==> src/rtl/mtr_counter_bank_if.sv <==
// Register bus and interrupt handshake for mtr_counter_bank.
//   WR/RD         one-cycle write/read strobes
//   SEL[5:0]      [5:4] type (00 cnt low, 01 cnt high, 10 cnt ctl, 11 global), [2:0] index
//   WR_DATA[17:0] write data
//   RD_DATA[17:0] registered read data
//   INTERRUPT_REQ any enabled source pending
//   INT_SEL[3:0]  selected source (8 = interval, 0..NCNT-1 = counter)
//   INT_ACK       one-cycle acknowledge of the source on INT_SEL
interface mtr_counter_bank_if;
   logic        WR;
   logic        RD;
   logic [5:0]  SEL;
   logic [17:0] WR_DATA;
   logic [17:0] RD_DATA;
   logic        INTERRUPT_REQ;
   logic [3:0]  INT_SEL;
   logic        INT_ACK;

   modport master (
      output WR, RD, SEL, WR_DATA, INT_ACK,
      input  RD_DATA, INTERRUPT_REQ, INT_SEL
   );

   modport slave (
      input  WR, RD, SEL, WR_DATA, INT_ACK,
      output RD_DATA, INTERRUPT_REQ, INT_SEL
   );
endinterface

==> src/rtl/mtr_counter_bank.sv <==
// Bank of NCNT event counters plus a TICK_1MHZ interval timer, with a
// register interface and a prioritised interrupt request.
//   MBOX_CLK   system clock, rising edge
//   RESET      asynchronous, active-high reset
//   TICK_1MHZ  one-cycle pulse per microsecond, advances the interval count
//   CNT_EVENT  per-counter event inputs (edge or duration counted)
//   bus        register bus and interrupt handshake (slave side)
module mtr_counter_bank #(
   parameter int NCNT = 4,
   parameter int W    = 24,
   parameter int PW   = 12
) (
   input  logic            MBOX_CLK,
   input  logic            RESET,
   input  logic            TICK_1MHZ,
   input  logic [NCNT-1:0] CNT_EVENT,
   mtr_counter_bank_if.slave bus
);

   logic [1:0]      typ;
   logic [2:0]      idx;

   logic [W-1:0]    cnt    [NCNT];
   logic [17:0]     shadow [NCNT];
   logic [17:0]     cnt_lo [NCNT];
   logic [17:0]     cnt_hi [NCNT];
   logic [NCNT-1:0] en, dur, ie, ovf, evt_q;
   logic [NCNT-1:0] ctl_wr, clr, inc, ovf_set, ovf_clr, shadow_ld;

   logic            on_q, iie_q, done_q, ovr_q;
   logic [PW-1:0]   period, icnt;
   logic            wr_g0, wr_g1, icnt_zero, step, match;
   logic            done_set, ovr_set, clr_done, ack_ok, ack_done;

   logic [17:0]     rd_mux, rd_data_q;
   logic            req_nxt, int_req_q;
   logic [3:0]      sel_nxt, int_sel_q;
   logic            unused_bits;

   assign typ = bus.SEL[5:4];
   assign idx = bus.SEL[2:0];
   assign unused_bits = ^{bus.SEL[3], bus.WR_DATA};

   // An acknowledge only acts while a request is actually being presented.
   assign ack_ok   = bus.INT_ACK & int_req_q;
   assign ack_done = ack_ok & (int_sel_q == 4'd8);

   // Counter decode
   always_comb begin
      ctl_wr    = '0;
      clr       = '0;
      inc       = '0;
      ovf_set   = '0;
      ovf_clr   = '0;
      shadow_ld = '0;
      for (int unsigned k = 0; k < NCNT; k++) begin
         cnt_lo[k] = '0;
         cnt_hi[k] = '0;
         {cnt_hi[k], cnt_lo[k]} = 36'(cnt[k]);
         ctl_wr[k]    = bus.WR & (typ == 2'b10) & (idx == 3'(k));
         clr[k]       = (bus.WR & ~typ[1] & (idx == 3'(k))) | (ctl_wr[k] & bus.WR_DATA[3]);
         inc[k]       = en[k] & CNT_EVENT[k] & (dur[k] | ~evt_q[k]);
         ovf_set[k]   = inc[k] & ~clr[k] & (cnt[k] == '1);
         ovf_clr[k]   = (ctl_wr[k] & bus.WR_DATA[4]) | (ack_ok & (int_sel_q == 4'(k)));
         shadow_ld[k] = bus.RD & (typ == 2'b00) & (idx == 3'(k));
      end
   end

   always_ff @(posedge MBOX_CLK or posedge RESET) begin
      if (RESET) begin
         for (int unsigned k = 0; k < NCNT; k++) begin
            cnt[k]    <= '0;
            shadow[k] <= '0;
         end
         en    <= '0;
         dur   <= '0;
         ie    <= '0;
         ovf   <= '0;
         evt_q <= '0;
      end else begin
         evt_q <= CNT_EVENT;
         // A set in the same cycle wins over any clear.
         ovf   <= ovf_set | (ovf & ~ovf_clr);
         for (int unsigned k = 0; k < NCNT; k++) begin
            if (clr[k])
               cnt[k] <= '0;
            else if (inc[k])
               cnt[k] <= cnt[k] + W'(1);
            if (shadow_ld[k])
               shadow[k] <= cnt_hi[k];
            if (ctl_wr[k]) begin
               en[k]  <= bus.WR_DATA[0];
               dur[k] <= bus.WR_DATA[1];
               ie[k]  <= bus.WR_DATA[2];
            end
         end
      end
   end

   // Interval timer decode
   assign wr_g0     = bus.WR & (typ == 2'b11) & (idx == 3'd0);
   assign wr_g1     = bus.WR & (typ == 2'b11) & (idx == 3'd1);
   assign icnt_zero = (wr_g0 & bus.WR_DATA[2]) | wr_g1;
   assign clr_done  = wr_g0 & bus.WR_DATA[3];
   assign step      = on_q & TICK_1MHZ & ~icnt_zero;
   assign match     = (period != '0) & (icnt == period - PW'(1));
   assign done_set  = step & match;
   assign ovr_set   = step & ((match & done_q) | ((period == '0) & (icnt == '1)));

   always_ff @(posedge MBOX_CLK or posedge RESET) begin
      if (RESET) begin
         on_q   <= 1'b0;
         iie_q  <= 1'b0;
         done_q <= 1'b0;
         ovr_q  <= 1'b0;
         period <= '0;
         icnt   <= '0;
      end else begin
         if (wr_g0) begin
            on_q  <= bus.WR_DATA[0];
            iie_q <= bus.WR_DATA[1];
         end
         if (wr_g1)
            period <= bus.WR_DATA[PW-1:0];
         // With PERIOD == 0 match stays low and the increment wraps on its own.
         if (icnt_zero)
            icnt <= '0;
         else if (step)
            icnt <= match ? '0 : icnt + PW'(1);
         done_q <= done_set | (done_q & ~(clr_done | ack_done));
         ovr_q  <= ovr_set | (ovr_q & ~clr_done);
      end
   end

   // Read mux (pre-write state)
   always_comb begin
      rd_mux = '0;
      case (typ)
         2'b00: for (int unsigned k = 0; k < NCNT; k++)
                   if (idx == 3'(k)) rd_mux = cnt_lo[k];
         2'b01: for (int unsigned k = 0; k < NCNT; k++)
                   if (idx == 3'(k)) rd_mux = shadow[k];
         2'b10: for (int unsigned k = 0; k < NCNT; k++)
                   if (idx == 3'(k)) rd_mux = {13'd0, ovf[k], 1'b0, ie[k], dur[k], en[k]};
         default: begin
            case (idx)
               3'd0: rd_mux = {12'd0, ovr_q, done_q, 2'b00, iie_q, on_q};
               3'd1: rd_mux = 18'(period);
               3'd2: rd_mux = 18'(icnt);
               3'd3: begin
                  rd_mux[NCNT-1:0] = ovf;
                  rd_mux[8]        = done_q;
               end
               default: rd_mux = '0;
            endcase
         end
      endcase
   end

   // Interrupt priority: interval first, then lowest counter index
   always_comb begin
      req_nxt = 1'b0;
      sel_nxt = '0;
      if (done_q & iie_q) begin
         req_nxt = 1'b1;
         sel_nxt = 4'd8;
      end else begin
         for (int unsigned k = 0; k < NCNT; k++) begin
            if (!req_nxt && ovf[k] && ie[k]) begin
               req_nxt = 1'b1;
               sel_nxt = 4'(k);
            end
         end
      end
   end

   always_ff @(posedge MBOX_CLK or posedge RESET) begin
      if (RESET) begin
         rd_data_q <= '0;
         int_req_q <= 1'b0;
         int_sel_q <= '0;
      end else begin
         if (bus.RD)
            rd_data_q <= rd_mux;
         int_req_q <= req_nxt;
         int_sel_q <= sel_nxt;
      end
   end

   assign bus.RD_DATA       = rd_data_q;
   assign bus.INTERRUPT_REQ = int_req_q;
   assign bus.INT_SEL       = int_sel_q;

endmodule

==> src/flat_wrapper.sv <==
// flat-port wrapper written by rule: the top's interface ports become plain ports
module mtr_counter_bank_flat 
#(
   parameter int NCNT = 4,
   parameter int W    = 24,
   parameter int PW   = 12
)
  (MBOX_CLK, RESET, TICK_1MHZ, CNT_EVENT, bus_WR, bus_RD, bus_SEL, bus_WR_DATA, bus_INT_ACK, bus_RD_DATA, bus_INTERRUPT_REQ, bus_INT_SEL);
  mtr_counter_bank_if bus_i ();
  input  logic MBOX_CLK;
  input  logic RESET;
  input  logic TICK_1MHZ;
  input  logic [NCNT-1:0] CNT_EVENT;
  input wire logic [$bits(bus_i.WR)-1:0] bus_WR;
  input wire logic [$bits(bus_i.RD)-1:0] bus_RD;
  input wire logic [$bits(bus_i.SEL)-1:0] bus_SEL;
  input wire logic [$bits(bus_i.WR_DATA)-1:0] bus_WR_DATA;
  input wire logic [$bits(bus_i.INT_ACK)-1:0] bus_INT_ACK;
  output wire logic [$bits(bus_i.RD_DATA)-1:0] bus_RD_DATA;
  output wire logic [$bits(bus_i.INTERRUPT_REQ)-1:0] bus_INTERRUPT_REQ;
  output wire logic [$bits(bus_i.INT_SEL)-1:0] bus_INT_SEL;
  assign bus_i.WR = bus_WR;
  assign bus_i.RD = bus_RD;
  assign bus_i.SEL = bus_SEL;
  assign bus_i.WR_DATA = bus_WR_DATA;
  assign bus_i.INT_ACK = bus_INT_ACK;
  assign bus_RD_DATA = bus_i.RD_DATA;
  assign bus_INTERRUPT_REQ = bus_i.INTERRUPT_REQ;
  assign bus_INT_SEL = bus_i.INT_SEL;
  mtr_counter_bank #(.NCNT(NCNT), .W(W), .PW(PW)) u_core (.MBOX_CLK(MBOX_CLK), .RESET(RESET), .TICK_1MHZ(TICK_1MHZ), .CNT_EVENT(CNT_EVENT), .bus(bus_i));
endmodule
==> config.mk <==
export PLATFORM = sky130hd
export DESIGN_NAME = mtr_counter_bank_flat
export DESIGN_NICKNAME = d
export VERILOG_FILES = /design/src/rtl/mtr_counter_bank_if.sv /design/src/rtl/mtr_counter_bank.sv /design/src/flat_wrapper.sv
export SDC_FILE = /design/constraint.sdc
export NUM_CORES = 1
export LEC_CHECK = 0
export CAP_MARGIN = 15
export CORE_ASPECT_RATIO = 0.6
export CORE_MARGIN = 5
export CORE_UTILIZATION = 50
export DETAILED_ROUTE_END_ITERATION = 6
export GPL_TIMING_DRIVEN = 0
export PLACE_DENSITY_LB_ADDON = 0.25
export SYNTH_ARGS = -nofsm -noshare
export SYNTH_HDL_FRONTEND = slang
export SYNTH_SLANG_ARGS = --single-unit
==> constraint.sdc <==
create_clock -name MBOX_CLK -period 9.35 [get_ports MBOX_CLK]
set_clock_uncertainty 0.2 [all_clocks]
set_input_delay 2.805 -clock MBOX_CLK [delete_from_list [all_inputs] [get_ports MBOX_CLK]]
set_output_delay 2.805 -clock MBOX_CLK [all_outputs]
set_load 0.02 [all_outputs]
# Word-level counts from Yosys, hierarchy flattened
# Index checks and enable logic that the tools add are counted.
dict set report word_totals {
  regBits 191
  input_bits 34
  word_cells 205
}
dict set report op_classes {
  addsub 6
  n_eq_ne 16
  mux 40
  bitwise_logic 92
  n_reduce_logical 20
}
# operator count
set op_table {}
lappend op_table {{two-way mux 24 bit} 8}
lappend op_table {{adder 24 x 1 -> 24 bit (second input constant)} 4}
lappend op_table {{equality test 24 bit (second input constant)} 4}
lappend op_table {{two-way mux 18 bit} 4}
lappend op_table {{bitwise AND 1 bit} 60}
lappend op_table {{one-hot mux 18 bit (3 select lines)} 1}
lappend op_table {{two-way mux 12 bit} 3}
lappend op_table {{two-way mux 6 bit} 4}
lappend op_table {{two-way mux 5 bit} 4}
lappend op_table {{OR 1 bit} 17}
lappend op_table {{one-hot mux 4 bit (4 select lines)} 1}
lappend op_table {{adder 12 x 1 -> 12 bit (second input constant)} 1}
lappend op_table {{equality test 12 bit} 1}
lappend op_table {{equality test 12 bit (second input constant)} 1}
lappend op_table {{zero test 12 bit} 1}
lappend op_table {{NOT 1 bit} 12}
lappend op_table {{one-hot mux 4 bit (3 select lines)} 1}
lappend op_table {{nonzero test 12 bit} 1}
lappend op_table {{subtractor 12 x 1 -> 12 bit (second input constant)} 1}
lappend op_table {{nonzero test 2 bit} 5}
lappend op_table {{two-way mux 1 bit} 9}
lappend op_table {{equality test 4 x 2 -> 1 bit (second input constant)} 2}
lappend op_table {{logical AND 1 bit} 7}
lappend op_table {{equality test 3 x 2 -> 1 bit (second input constant)} 2}
lappend op_table {{other kinds (16)} 20}

# Logic depth before layout (Yosys ltp)
dict set report depth {
  ltp_word 18
  ltp_mapped 10
  ltp_nobuf 9
}

# Least setup slack after synthesis
# OpenSTA, ideal clock, no wires.
dict set report synth_path {
  kind {in2reg}
  from {input port bus_SEL[0]}
  to {register u_core.icnt[6]}
  setup_time_ns 0.126
  t_arrival_ns 4.530
  required_time_ns 9.024
  path_slack_ns 4.494
  cell_stages 7
  path_buffers 2
  cell_sequence {buf_2 > nand2b_1 > nor3_1 > a21oi_1 > a21boi_0 > clkbuf_1 > a221o_1}
}
dict set report synth_via {
  elab_chain_len 7
  word_cells_on_any_way 10
  classes_between {eq/ne: 1; mux: 1; bitwise: 6; reduce/logical: 2}
}
# element line
set synth_rtl {}
lappend synth_rtl {{start, declared} flat_wrapper.sv:16} ;# input wire logic [$bits(bus_i.SEL)-1:0] bus_SEL;
lappend synth_rtl {{zero test 3 bit} mtr_counter_bank.sv:101} ;# assign wr_g0 = bus.WR & (typ == 2'b11) & (idx == 3'd0);
lappend synth_rtl {{bitwise AND 1 bit} mtr_counter_bank.sv:101}
lappend synth_rtl {{bitwise AND 1 bit} mtr_counter_bank.sv:103} ;# assign icnt_zero = (wr_g0 & bus.WR_DATA[2]) | wr_g1;
lappend synth_rtl {{OR 1 bit (*)} mtr_counter_bank.sv:103}
lappend synth_rtl {{NOT 1 bit} mtr_counter_bank.sv:105} ;# assign step = on_q & TICK_1MHZ & ~icnt_zero;
lappend synth_rtl {{bitwise AND 1 bit} mtr_counter_bank.sv:105}
lappend synth_rtl {{nonzero test 2 bit (no source line)} -}
lappend synth_rtl {{end signal, assigned} mtr_counter_bank.sv:129} ;# icnt <= match ? '0 : icnt + PW'(1);
lappend synth_rtl {{end, declared} mtr_counter_bank.sv:31} ;# logic [PW-1:0] period, icnt;
# Mark *: on every way between the ends. The rest lies on a longest branch, timed or not.
# A chain may end at the register's enable or synchronous reset.

# Worst setup path after layout
dict set report layout_path {
  from {input port bus_SEL[1]}
  to {register u_core.rd_data_q[12], in the netlist u_core.bus.RD_DATA[12]}
}
dict set report layout_via {
  elab_chain_len 6
  word_cells_on_any_way 9
  classes_between {eq/ne: 3; mux: 5; reduce/logical: 1}
}
# element line
set layout_rtl {}
lappend layout_rtl {{zero test 3 bit} mtr_counter_bank.sv:140} ;# if (idx == 3'(k)) rd_mux = cnt_lo[k];
lappend layout_rtl {{two-way mux 18 bit (3 in a row)} mtr_counter_bank.sv:140}
lappend layout_rtl {{two-way mux 18 bit (*)} mtr_counter_bank.sv:140}
lappend layout_rtl {{one-hot mux 18 bit (3 select lines) (*)} mtr_counter_bank.sv:138} ;# case (typ)
lappend layout_rtl {{end signal, assigned} mtr_counter_bank.sv:184} ;# rd_data_q <= rd_mux;
lappend layout_rtl {{end, declared} mtr_counter_bank.sv:35} ;# logic [17:0] rd_mux, rd_data_q;
# Marks and branches as above.

==> summary.txt <==
Drt
  • Drt total wl: 27800 um
  • Residual DRC: 0
  • DR vias: roughly 8000
  • Pre-antenna DRT Iters: 5
  • ANT nets after route: 0
  • Vias/cell: 5.950
  • DR WL/cell: between 20 and 25 um
  • Number of DRC markers in iteration 0: 731

Floorplanning
  • Initial Utilization: 0.5037
  • Die H: around 120 um
  • Core outline area: 19820 um2
  • Die ar.: about 23000 um2
  • Die width: slightly below 200 um
  • # rows: 40
  • Ports: 57

Timing
  • Crit share post-route: 0.6047
  • Tightest Pin Transition: roughly 1200 ps
  • Setup TNS: 0 ps
  • Final Worst Setup Slack: between 3000 and 4000 ps
  • RSZ-0062 raised after global routing: no
  • Hold Vio Cnt, Final: 0
  • Final Max Slew Viols: 0
  • Max-slew headroom: 0.2071
  • Fin crit period: around 5700 ps
  • Fmax: 0.1769 GHz
  • Setup violations, final: 0

Setup path
  • Slowest CP cell: clkdlybuf4s50_1
  • FF-to-FF End: u_core.icnt[11]$_DFFE_PP0P_
  • Crit start category: input port
  • CP most frequent cell: buf_1
  • Setup CP Type: input port to register
  • Critical Path AT: slightly below 6000 ps
  • Data required, critical path: about 9500 ps
  • Max incr delay on CP: 620 ps
  • R2r startpoint: u_core.period[0]$_DFFE_PP0P_
  • CP Cell Sequence: clkdlybuf4s50_1, clkbuf_1, buf_1, buf_1, nor2_1, a211oi_1, a21oi_1, o21ai_0
  • Buffers & Inverters on Critical Path: 4
  • Reg2reg path depth: 10
  • CP max FO: 10
  • Crit-path leading delay family: buffers and inverters
  • Setup crit end kind: register
  • R2r setup slk: 6180 ps

Cells and area
  • Synth-to-Final Area Change: 14.74%
  • Final Util: 0.5780
  • Multi-input gate area: 4987 um2
  • Fin area: ~11000 um2
  • Seq. cell area: 4755 um2
  • Layout Nets: 1066
  • ANT cells: 0
  • Share of layout cells above drive strength 1: 0.1232
  • Fillers: 1734

Clock network
  • Gates resized, CTS repair: 0
  • Worst-Skew Late Latency: 450 ps
  • Post-CTS Setup Repair Bufs: 0
  • Cts hold-fix bufs: 0
  • Htree depth: 4
  • CTS tree: done
  • Max clock buf depth: 2
  • Reg clk slew, reported paths: 70 ps
  • Root Driver: clkbuf_16
  • Total clock sinks: 190
  • Cts bufs inserted: 17

Synth
  • Post-synth EDFFs: 0
  • Seq/Total Area, Yosys: 0.4763
  • Asr flop ratio synth: 1.000
  • Post-synth top flop: dfrtp_1
  • Unique cell type count in the Yosys netlist: 65
  • YS warnings: 0
  • Avg Inst Size Synth: 10.42 um2
  • FF+latch count, synth: 190
  • Synth Cell Area: approximately 10000 um2
  • Share of the synthesized area in the top cell type: 0.4763
  • Synthesized net count: 998
  • Ranking of synthesized cells by area: dfrtp_1 (48%), mux4_2 (6.5%), mux2_2 (5.3%)
  • Post-Syn Instances: 958
  • Largest area contributor in the netlist: dfrtp_1

Power and ir drop
  • Leakage: 4.939 nW
  • Power Density: 176.7 nW/um2
  • Total Power: 2.024 mW
  • Max VDD drop: approximately 0.14 mV

Global routing
  • Largest net degree at the start of global routing: 131
  • Initial antenna violation count: 0
  • Total GRT Usage: 0.2504
  • Vias in the first global route: 7423
  • First-pass GRT wire length: 43730 um
  • GRT overflow: 0

Flow run
  • Max Cap Viol: 0

Placed design
  • Dpl ws: around 3400 ps
  • PortBufs: 47
  • Placed inst area: approximately 11000 um2
  • RePlAce Congestion: slightly below 0.9
  • DP Wirelength: 20650 um

Hold path
  • Hold-critical path depth: 1
  • Hold_sp: u_core.shadow[4]$_DFFE_PP0P_
  • WHS Endpoint: u_core.shadow[4]$_DFFE_PP0P_
  • Hold crit path type: register to register

Run status
  • Status: finished clean
[worst register-to-register path, delay by kind of cell (launching register included)]
kind            cells  cell delay [ps]
compound gates      2              570
xor+xnor            1              170
fa+ha+maj           1              310
buf+inv             2              340
flops               1              470
simple gates        4              990
[cells in the final DEF (no fill, tap or decap), drive strengths merged, types with 33 or more instances in the layout]
master / Yosys / routed
clkdlybuf4s50: 0 / 47
dfrtp: 190 / 190
nand2: 76 / 76
xnor2: 33 / 33
nor2: 127 / 127
nand3: 34 / 34
xor2: 55 / 55
a21oi: 40 / 40
o21ai: 40 / 40
clkbuf: 28 / 49
mux2: 47 / 47
[per-layer routing]
metal	part of all wire	track usage
met2	0.40	0.3247
met3	0.11	0.09051
met4	0.015	0.06990
met1	0.48	0.3892
met5	0	0
[sequential cells by signal, indices dropped and copies added (netlist names), 3 cells and up]
signal and flops:
u_core.ie 4, u_core.evt_q 4, u_core.dur 4, u_core.bus.INT_SEL 3, u_core.cnt 96, u_core.bus.RD_DATA 18
u_core.period 12, u_core.shadow 24, u_core.ovf 4, u_core.icnt 12, u_core.en 4
[Yosys cell counts, types with 17 or more instances]
library cell / number
inv_1: 21
nand2_1: 76
dfrtp_1: 190
nor2b_1: 17
o21ai_0: 39
mux4_2: 29
nand3_1: 34
nor2_1: 125
xnor2_1: 33
a21oi_1: 40
nand4_1: 24
xor2_1: 55
and3_1: 19
or3_1: 19
mux2_2: 47
clkbuf_1: 28
[through the flow]
| stage | hold slack, ps | instances |
|---|---|---|
| 2_1_floorplan | 244.6 | 958 |
| 3_3_place_gp | 289.2 | 1278 |
| 3_5_place_dp | 294.7 | 1280 |
| 4_1_cts | 310.6 | 1312 |
| 5_1_grt | 330.0 | 1312 |
| 6_report | 311.5 | 1312 |
[report_power, final]
| part | switching [mW] | internal, mW | total, mW |
|---|---|---|---|
| Combinational | 0.151 | 0.134 | 0.285 |
| Clock | 0.337 | 0.439 | 0.776 |
| Sequential | 0.0852 | 0.877 | 0.963 |
[worst max path at each step]
stage	from	endpoint	slack, ps	depth (start not counted)
6_report	bus_SEL[1]	u_core.bus.RD_DATA[12]$_DFFE_PP0P_	3700	8
5_1_grt	bus_SEL[1]	u_core.bus.RD_DATA[6]$_DFFE_PP0P_	3610	9
4_1_cts	bus_SEL[1]	u_core.bus.RD_DATA[6]$_DFFE_PP0P_	3840	9
3_5_place_dp	bus_SEL[1]	u_core.shadow[5]$_DFFE_PP0P_	3400	5
3_3_place_gp	RESET	u_core.cnt[78]$_DFFE_PP0P_	-1450	2
2_1_floorplan	RESET	u_core.bus.INTERRUPT_REQ$_DFF_PP0_	1170	1
[layout make-up]
class                           count  share of cell area
Inverter                           21            0.007537
Buffer                             40             0.01464
Tap cell                          273             0.02982
Multi-Input combinational cell    707              0.4354
Clock inverter                     11             0.01344
Clock buffer                       21             0.04020
Timing Repair Buffer               49             0.04391
Sequential cell                   190              0.4151
[logic make-up after synthesis]
group,share of synthesized area
buffers and inverters,0.02469
AOI/OAI and AO/OA,0.09525
xor gates and xnor gates,0.07720
adders and majority gates,0.007520
other,0.0003756
DFF,0.4763
muxes,0.1285
and+or+nand+nor,0.1902
No activity file was read; power rests on OpenSTA's default activity.
